--- config.mk ---
export PLATFORM = sky130hd
export DESIGN_NAME = fifo_rd_ctrl
export DESIGN_NICKNAME = d
export VERILOG_FILES = /design/src/rtl/fifo_rd_ctrl.sv
export SDC_FILE = /design/constraint.sdc
export NUM_CORES = 1
export LEC_CHECK = 0
export ABC_AREA = 1
export CAP_MARGIN = 10
export CORE_AREA = 2 2 65 67
export DETAILED_ROUTE_END_ITERATION = 7
export DIE_AREA = 0 0 67 69
export SLEW_MARGIN = 10
export SYNTH_ARGS = -nofsm -noshare
export SYNTH_HDL_FRONTEND = slang
export SYNTH_SLANG_ARGS = --single-unit
--- constraint.sdc ---
create_clock -name clk -period 4.7 [get_ports clk]
set_input_delay 0.705 -clock clk [delete_from_list [all_inputs] [get_ports clk]]
set_output_delay 0.705 -clock clk [all_outputs]
set_load 0.1 [all_outputs]
--- src/rtl/fifo_rd_ctrl.sv ---
// Read-side controller for fifo_memory: read pointers, empty flag, array read
// strobe, and a 2-entry valid/ready output buffer. Optional macro FIFO_RD_LEVEL_EN.
module fifo_rd_ctrl #(
  parameter int ADDR_WIDTH = 4,
  parameter int DATA_WIDTH = 8
) (
  input  logic                  clk,
  input  logic                  rst,
  input  logic [ADDR_WIDTH:0]   rq2_wptr,
  output logic                  mem_rd_en,
  output logic [ADDR_WIDTH-1:0] mem_raddr,
  input  logic [DATA_WIDTH-1:0] mem_rd_data,
  output logic [ADDR_WIDTH:0]   rptr,
  output logic                  empty,
  output logic                  m_valid,
  input  logic                  m_ready,
`ifdef FIFO_RD_LEVEL_EN
  output logic [ADDR_WIDTH+1:0] rd_level,
`endif
  output logic [DATA_WIDTH-1:0] m_data
);

  logic [ADDR_WIDTH:0]   r_rbin;
  logic [ADDR_WIDTH:0]   r_rptr;
  logic                  r_empty;
  logic                  r_inflight;
  logic [1:0]            r_bufCnt;
  logic [DATA_WIDTH-1:0] r_buf0;
  logic [DATA_WIDTH-1:0] r_buf1;

  logic                  w_pop;
  logic [2:0]            w_occupancy;
  logic                  w_issue;
  logic [ADDR_WIDTH:0]   w_rbinNext;
  logic [ADDR_WIDTH:0]   w_rgrayNext;
  logic [1:0]            w_bufCntNext;
  logic [DATA_WIDTH-1:0] w_buf0Next;
  logic [DATA_WIDTH-1:0] w_buf1Next;

  assign m_valid = (r_bufCnt != 2'd0);
  assign m_data  = r_buf0;
  assign w_pop   = m_valid & m_ready;

  // Words already buffered or in flight after this cycle's pop; issuing only
  // when at most one remains keeps the 2-entry buffer from ever overflowing.
  assign w_occupancy = {1'b0, r_bufCnt} + {2'b00, r_inflight} - {2'b00, w_pop};
  assign w_issue     = !r_empty && (w_occupancy <= 3'd1);

  assign mem_rd_en   = w_issue;
  assign mem_raddr   = r_rbin[ADDR_WIDTH-1:0];
  assign rptr        = r_rptr;
  assign empty       = r_empty;

  assign w_rbinNext  = r_rbin + {{ADDR_WIDTH{1'b0}}, w_issue};
  assign w_rgrayNext = w_rbinNext ^ (w_rbinNext >> 1);

  // Buffer update: r_buf0 is always the head, r_buf1 the second entry.
  always_comb begin
    w_bufCntNext = r_bufCnt;
    w_buf0Next   = r_buf0;
    w_buf1Next   = r_buf1;
    case ({r_inflight, w_pop})
      2'b10: begin
        if (r_bufCnt == 2'd0) begin
          w_buf0Next = mem_rd_data;
        end else begin
          w_buf1Next = mem_rd_data;
        end
        w_bufCntNext = r_bufCnt + 2'd1;
      end
      2'b01: begin
        w_buf0Next   = r_buf1;
        w_bufCntNext = r_bufCnt - 2'd1;
      end
      2'b11: begin
        if (r_bufCnt == 2'd1) begin
          w_buf0Next = mem_rd_data;
        end else begin
          w_buf0Next = r_buf1;
          w_buf1Next = mem_rd_data;
        end
      end
      default: begin
      end
    endcase
  end

  always_ff @(posedge clk or posedge rst) begin
    if (rst) begin
      r_rbin     <= '0;
      r_rptr     <= '0;
      r_empty    <= 1'b1;
      r_inflight <= 1'b0;
      r_bufCnt   <= 2'd0;
      r_buf0     <= '0;
      r_buf1     <= '0;
    end else begin
      r_rbin     <= w_rbinNext;
      r_rptr     <= w_rgrayNext;
      r_empty    <= (w_rgrayNext == rq2_wptr);
      r_inflight <= w_issue;
      r_bufCnt   <= w_bufCntNext;
      r_buf0     <= w_buf0Next;
      r_buf1     <= w_buf1Next;
    end
  end

`ifdef FIFO_RD_LEVEL_EN
  localparam int LW = ADDR_WIDTH + 2;

  function automatic logic [ADDR_WIDTH:0] gray2bin(input logic [ADDR_WIDTH:0] g);
    logic [ADDR_WIDTH:0] b;
    b[ADDR_WIDTH] = g[ADDR_WIDTH];
    for (int i = ADDR_WIDTH - 1; i >= 0; i--) begin
      b[i] = b[i+1] ^ g[i];
    end
    return b;
  endfunction

  logic [ADDR_WIDTH:0] w_avail;
  logic [LW-1:0]       w_levelNext;
  logic [LW-1:0]       r_level;

  // Unread words in the array plus the in-flight word plus buffered words.
  assign w_avail     = gray2bin(rq2_wptr) - w_rbinNext;
  assign w_levelNext = LW'(w_avail) + LW'(w_issue) + LW'(w_bufCntNext);
  assign rd_level    = r_level;

  always_ff @(posedge clk or posedge rst) begin
    if (rst) begin
      r_level <= '0;
    end else begin
      r_level <= w_levelNext;
    end
  end
`endif

endmodule

==> results of run 1 <==
[layout by cell type, fill, tap and decap left out, types with 5 or more instances in the layout]
cell              n
ha_1              5
o21ai_0          16
clkbuf_8          5
dfrtp_1          28
nand2_2           5
clkdlybuf4s50_1  34
o211ai_1          6
nand2_1          48
inv_1            29
nand3_1           8
[per-layer routing]
layer	vias up	part of all wire	global-route usage
met1	562	0.42	0.1614
met4	0	0.012	0.04308
li1	631	-	-
met5	-	0	0
met2	37	0.51	0.2563
met3	5	0.054	0.05057
[path summary, 6_finish.rpt]
| path | slack, ps | depth (start not counted) | end |
|---|---|---|---|
| setup / recovery | 1170 | 10 | mem_rd_en |
| hold reg to reg | 490 | 2 | r_buf1[3] |
| max in group asynchronous | 3590 | 3 | empty |
| setup reg to reg | 1390 | 22 | empty |
| hold / removal | 490 | 2 | r_buf1[3] |
| min in group asynchronous | 800 | 3 | r_rbin[2] |
[registers in the layout, summed over array words and instances, names as in the netlist]
signal	cells
m_data	8
r_buf1	8
r_rbin	5
rptr	4
r_bufCnt	2
empty	1
r_inflight	1
[through the flow]
stage / utilization / setup slack [ps]
after global placement: 0.4856 / 1041
after global routing: 0.5067 / 916.9
after CTS: 0.5067 / 1155
final: 0.5067 / 1175
after floorplan: - / 489.5
after detailed placement: 0.4856 / 962.9
[worst register-to-register path: cells and delay by family, from the launching register on]
kind | cells | cell delay [ps]
XOR/XNOR | 2 | 320
adder cells (fa/ha/maj) | 5 | 1260
buffers and inverters | 4 | 370
flip-flops | 1 | 420
AND/OR/NAND/NOR | 11 | 880
[cell type report]
cell class / instances / area (um2) / share of cell area
clock inverter: 2 / 10.01 / 0.005047
inverter: 33 / 123.9 / 0.06246
sequential: 29 / 726.9 / 0.3666
timing repair buffer: 36 / 355.3 / 0.1792
multi-input combinational: 110 / 631.9 / 0.3186
tap: 50 / 62.56 / 0.03155
clock buffer: 6 / 72.57 / 0.03659
[cell families (layout without fill, tap and decap cells)]
kind of cell,Yosys count,after routing
and+or+nand+nor,74,74
buffers and inverters,37,77
DFF,29,29
AOI/OAI and AO/OA,27,27
adders and majority gates,6,6
xor gates and xnor gates,3,3
==> metrics.yaml, run 1 <==
via_count: 1235
gp_congestion: 0.8446
slew_headroom: 0.3494
ys_ff_latch: 29
clockBufferDepth: 2
cts_resized: 0
stdcell_count: 266
cp.arrival_ps: 2820
period_minus_slack_ps: 3525
grt_max_degree: 30
drt-initial-drc-count: 34
worstSkewPairLatency_ps: 280
cts_sinks: 29
hold_start: "r_buf1[3]"
fp.dieArea_um2: 4623
synthToLayoutAreaGrowth_pct: 30.88
synth_area_leader_cell: "dfrtp_1"
ys_async_sr_fraction: 1.000
netlist_area_um2: 1515
crit_buf_inv: 3
clk_pin_slew_ps: 60
yosys.cell_count.top_type: "nand2_1"
die_y_um: 69
cts_tree: "built"
portBuffers: 35
synthSimpleGateAreaFrac: 0.2221
setup_tns_ps: 0
first_pass_iters: 4
n_antenna_cell: 0
syn_avg_cell_area_um2: 8.609
fin_crit_sh: 0.7500
end_kind: "primary output"
synth.distinct_cells: 24
stdcell_area_um2: 1983
critPathMaxFanout: 5
remaining_drc_errors: 0
die_w_um: 67
path_delay_family: "buffers and inverters"
clock_skew_ps: 5.001
dp_hpwl_um: 2240
nets: 237
synth.area.top_cells: "dfrtp_1 (46%), nand2_1 (12%), inv_1 (7.2%), o21ai_0 (5.3%), ha_1 (4.1%)"
post_cts_buffers: 0
cts_buffers: 5
io_pins: 36
status: "completed"
r2r_start: "r_bufCnt[1]"
cts_hold_buffers: 0
grt_usage: 0.1458
synth_mux_area_frac: 0
clock.fmax_mhz: 283.7
gr-total-overflow: 0
max_stage_delay_ps: 560
critPathKind: "input port to primary output"
final_antenna_net_count: 0
ys_top_cells_by_count: "nand2_1 (48), inv_1 (29), dfrtp_1 (28)"
wirelength_um: 2981
wl_per_cell_um: 11.21
synth_top_family_by_area: "simple AND/OR/NAND/NOR gates"
synthFlopType: "dfrtp_1"
placed_cells: 258
crit_chain: "clkdlybuf4s50_1 > nand2_4 > xor2_1 > ha_1 > inv_1 > fa_1 > xnor2_1 > nand2_1 > nor2_2 > buf_4"
max_cap_viol_count: 0
synth_nets: 198
grt_pass1_vias: 1220
startpoint: "m_ready"
synth_edf_count: 0
antenna_found_initial: 0
fillCellCount: 396
final_max_slew_viol_count: 0
timing.final.hold_violations: 0
rsz0062_at_grt: "no"
synth_top_area_frac: 0.4624
core_area_um2: 3914
hold_slack_ps: 493.3
dpl_cell_area_um2: 1901
hold_class: "flip-flop to flip-flop"
start_util: 0.3871
synth_fa_ha_area_frac: 0.05450
netlist_instances: 176
required_ps: 3990
synth-seq-area-share: 0.4798
layout-drive-gt1-share: 0.1296
synth_xor_area_frac: 0.01734
via_per_inst: 4.643
slowest_stage: "clkdlybuf4s50_1"
grt_pass1_wl_um: 5175
cp-start-kind: "input port"
root_buffer: "clkbuf_8"
setup_viol: 0
yosysWarnings: 0
cts.htree.levels: 2
synth_compound_area_frac: 0.1214
rows: 23
worst_pin_slew_ps: 972.9
Power of run 1 is not shown: default switching activity piles up to over one toggle a cycle in this logic, so the estimate is an artifact.
==> run 2: changes to the inputs <==
--- a/config.mk
+++ b/config.mk
@@ -10,6 +10,7 @@
 export CORE_AREA = 2 2 65 67
 export DETAILED_ROUTE_END_ITERATION = 7
 export DIE_AREA = 0 0 67 69
+export PLACE_DENSITY = 0.67
 export SLEW_MARGIN = 10
 export SYNTH_ARGS = -nofsm -noshare
 export SYNTH_HDL_FRONTEND = slang
==> constraint.sdc (replaced) <==
create_clock -name clk -period 3.15 [get_ports clk]
set_input_delay 0.4725 -clock clk [delete_from_list [all_inputs] [get_ports clk]]
set_output_delay 0.4725 -clock clk [all_outputs]
set_load 0.1 [all_outputs]
==> metrics.yaml, run 2 (synthesis results as in run 1) <==
grt_pass1_wl_um: 5319  # +2.8%
worst_pin_slew_ps: 967.0  # -5.926 ps
final_common_cell: "nand2_1"
hold_class: "flip-flop to flip-flop"
wl_per_cell_um: 10.53  # -6.0%
cts_buffers: 5  # unchanged
wirelength_um: 2917  # -2.1%
clockBufferDepth: 2  # unchanged
remaining_drc_errors: 0  # unchanged
final_max_slew_viol_count: 0  # unchanged
start_util: 0.3871  # unchanged
portBuffers: 35  # unchanged
setup_viol: 0  # unchanged
via_per_inst: 4.513  # -2.8%
synthToLayoutAreaGrowth_pct: 42.53
period_minus_slack_ps: 3058
die_w_um: 67  # unchanged
end_kind: "flip-flop"
max_cap_viol_count: 0  # unchanged
setup_ws_ps: 91.54  # -1083 ps
cp.arrival_ps: 3270  # +450 ps
crit_chain: "inv_2 > ha_4 > inv_16 > nand2_8 > xor2_2 > ha_2 > inv_2 > fa_2 > nand2_2 > nor2_4 > ha_4 > ha_4 > nand2_1 > nand3_1 > nand2_1 > nand2_1 > nand3_1 > nor2_1 > nand2_1 > nor2_2"
slew_headroom: 0.3533  # +0.003963
max_stage_delay_ps: 560  # about the same
grt_usage: 0.1520  # +0.006209
die_y_um: 69  # unchanged
gp_congestion: 0.7520  # -11%
fin_crit_sh: 0.9709
critPathMaxFanout: 5  # unchanged
antenna_found_initial: 0  # unchanged
via_count: 1250  # +1.2%
clk_pin_slew_ps: 60  # about the same
final_antenna_net_count: 0  # unchanged
grt_max_degree: 30  # unchanged
mostFrequentLayoutCells: "nand2_1 (44), dfrtp_1 (27), buf_4 (26)"
n_antenna_cell: 0  # unchanged
cts.htree.levels: 2  # unchanged
layout-drive-gt1-share: 0.3040  # +0.1743
rsz0062_at_grt: "yes"
root_buffer: "clkbuf_8"
cts_sinks: 29  # unchanged
crit_buf_inv: 3  # unchanged
io_pins: 36  # unchanged
clock_skew_ps: 4.172  # -0.8290 ps
cp-start-kind: "flip-flop"
fp.dieArea_um2: 4623  # unchanged
worstSkewPairLatency_ps: 270  # about the same
status: "completed"
clock.fmax_mhz: 327.0
critPathKind: "flip-flop to flip-flop"
required_ps: 3370  # -620 ps
cts_tree: "built"
dp_slack_ps: -250.7  # -1214 ps
rows: 23  # unchanged
setup_tns_ps: 0  # unchanged
hold_slack_ps: 490.1  # -3.246 ps
drt-initial-drc-count: 58  # +71%
crit_path_frequent_cell: "nand2_1"
path_delay_family: "adder cells"
timing.final.hold_violations: 0  # unchanged
gr-total-overflow: 0  # unchanged
fin_util: 0.5518  # +0.04508
dp_hpwl_um: 2125  # -5.1%
grt_pass1_vias: 1204  # -1.3%
first_pass_iters: 5  # +1
core_area_um2: 3914  # unchanged
slowest_stage: "fa_2"
nets: 248  # +4.6%
==> run 2: changes by cell type in the layout (fill, tap and decap cells not counted), sizes merged <==
cell	previous run	this run
buf	2	27
clkdlybuf4s50	34	20
clkbuf	6	8
clkinv	2	0
==> run 2: through the flow <==
| step | cell area, um2 | instances |
|---|---|---|
| global placement | 2006 | 264 |
| floorplan | 1600 | 176 |
| global route | 2160 | 277 |
| finish | 2160 | 277 |
| detailed placement | 2006 | 264 |
| CTS | 2096 | 272 |
==> run 2: cell type report <==
type,count,area (um2)
inverter,33,142.6
clock buffer,8,90.09
sequential,29,728.2
timing repair buffer,47,415.4
fill,374,1754
multi-input combinational,110,720.7
tap,50,62.56
==> run 2: routing by layer <==
layer  track usage  part of all wire  up-vias
li1              -                 -      653
met1        0.1916              0.45      565
met2        0.2343              0.49       30
met3       0.05383             0.054        2
met4       0.06122            0.0082        0
met5             0                 0        -
==> run 2: worst paths after layout <==
check                                  from        end  slack [ps]  cells past startpoint
worst max register to register  r_bufCnt[0]      empty          90                     20
worst min-delay path              r_buf1[6]  r_buf1[6]         490                      2
worst min register to register    r_buf1[6]  r_buf1[6]         490                      2
worst max-delay path            r_bufCnt[0]      empty          90                     20
max in group asynchronous               rst      empty        2280                      3
min in group asynchronous               rst  m_data[7]         570                      3
==> run 2: worst register-to-register path: cells and delay by family, from the launching register on <==
kind	cells	cell delay [ps]
xor+xnor	1	150
fa+ha+maj	5	1280
buf+inv	3	200
flops	1	420
simple gates	11	950
==> run 2: what timing repair did <==
action,in CTS,in global routing
hold endpoints to repair,0,0
hold buffers,0,0
resized for setup,0,8
setup buffers,0,5
endpoints found under the setup margin,0,2
Power of run 2 is left out for the same reason.
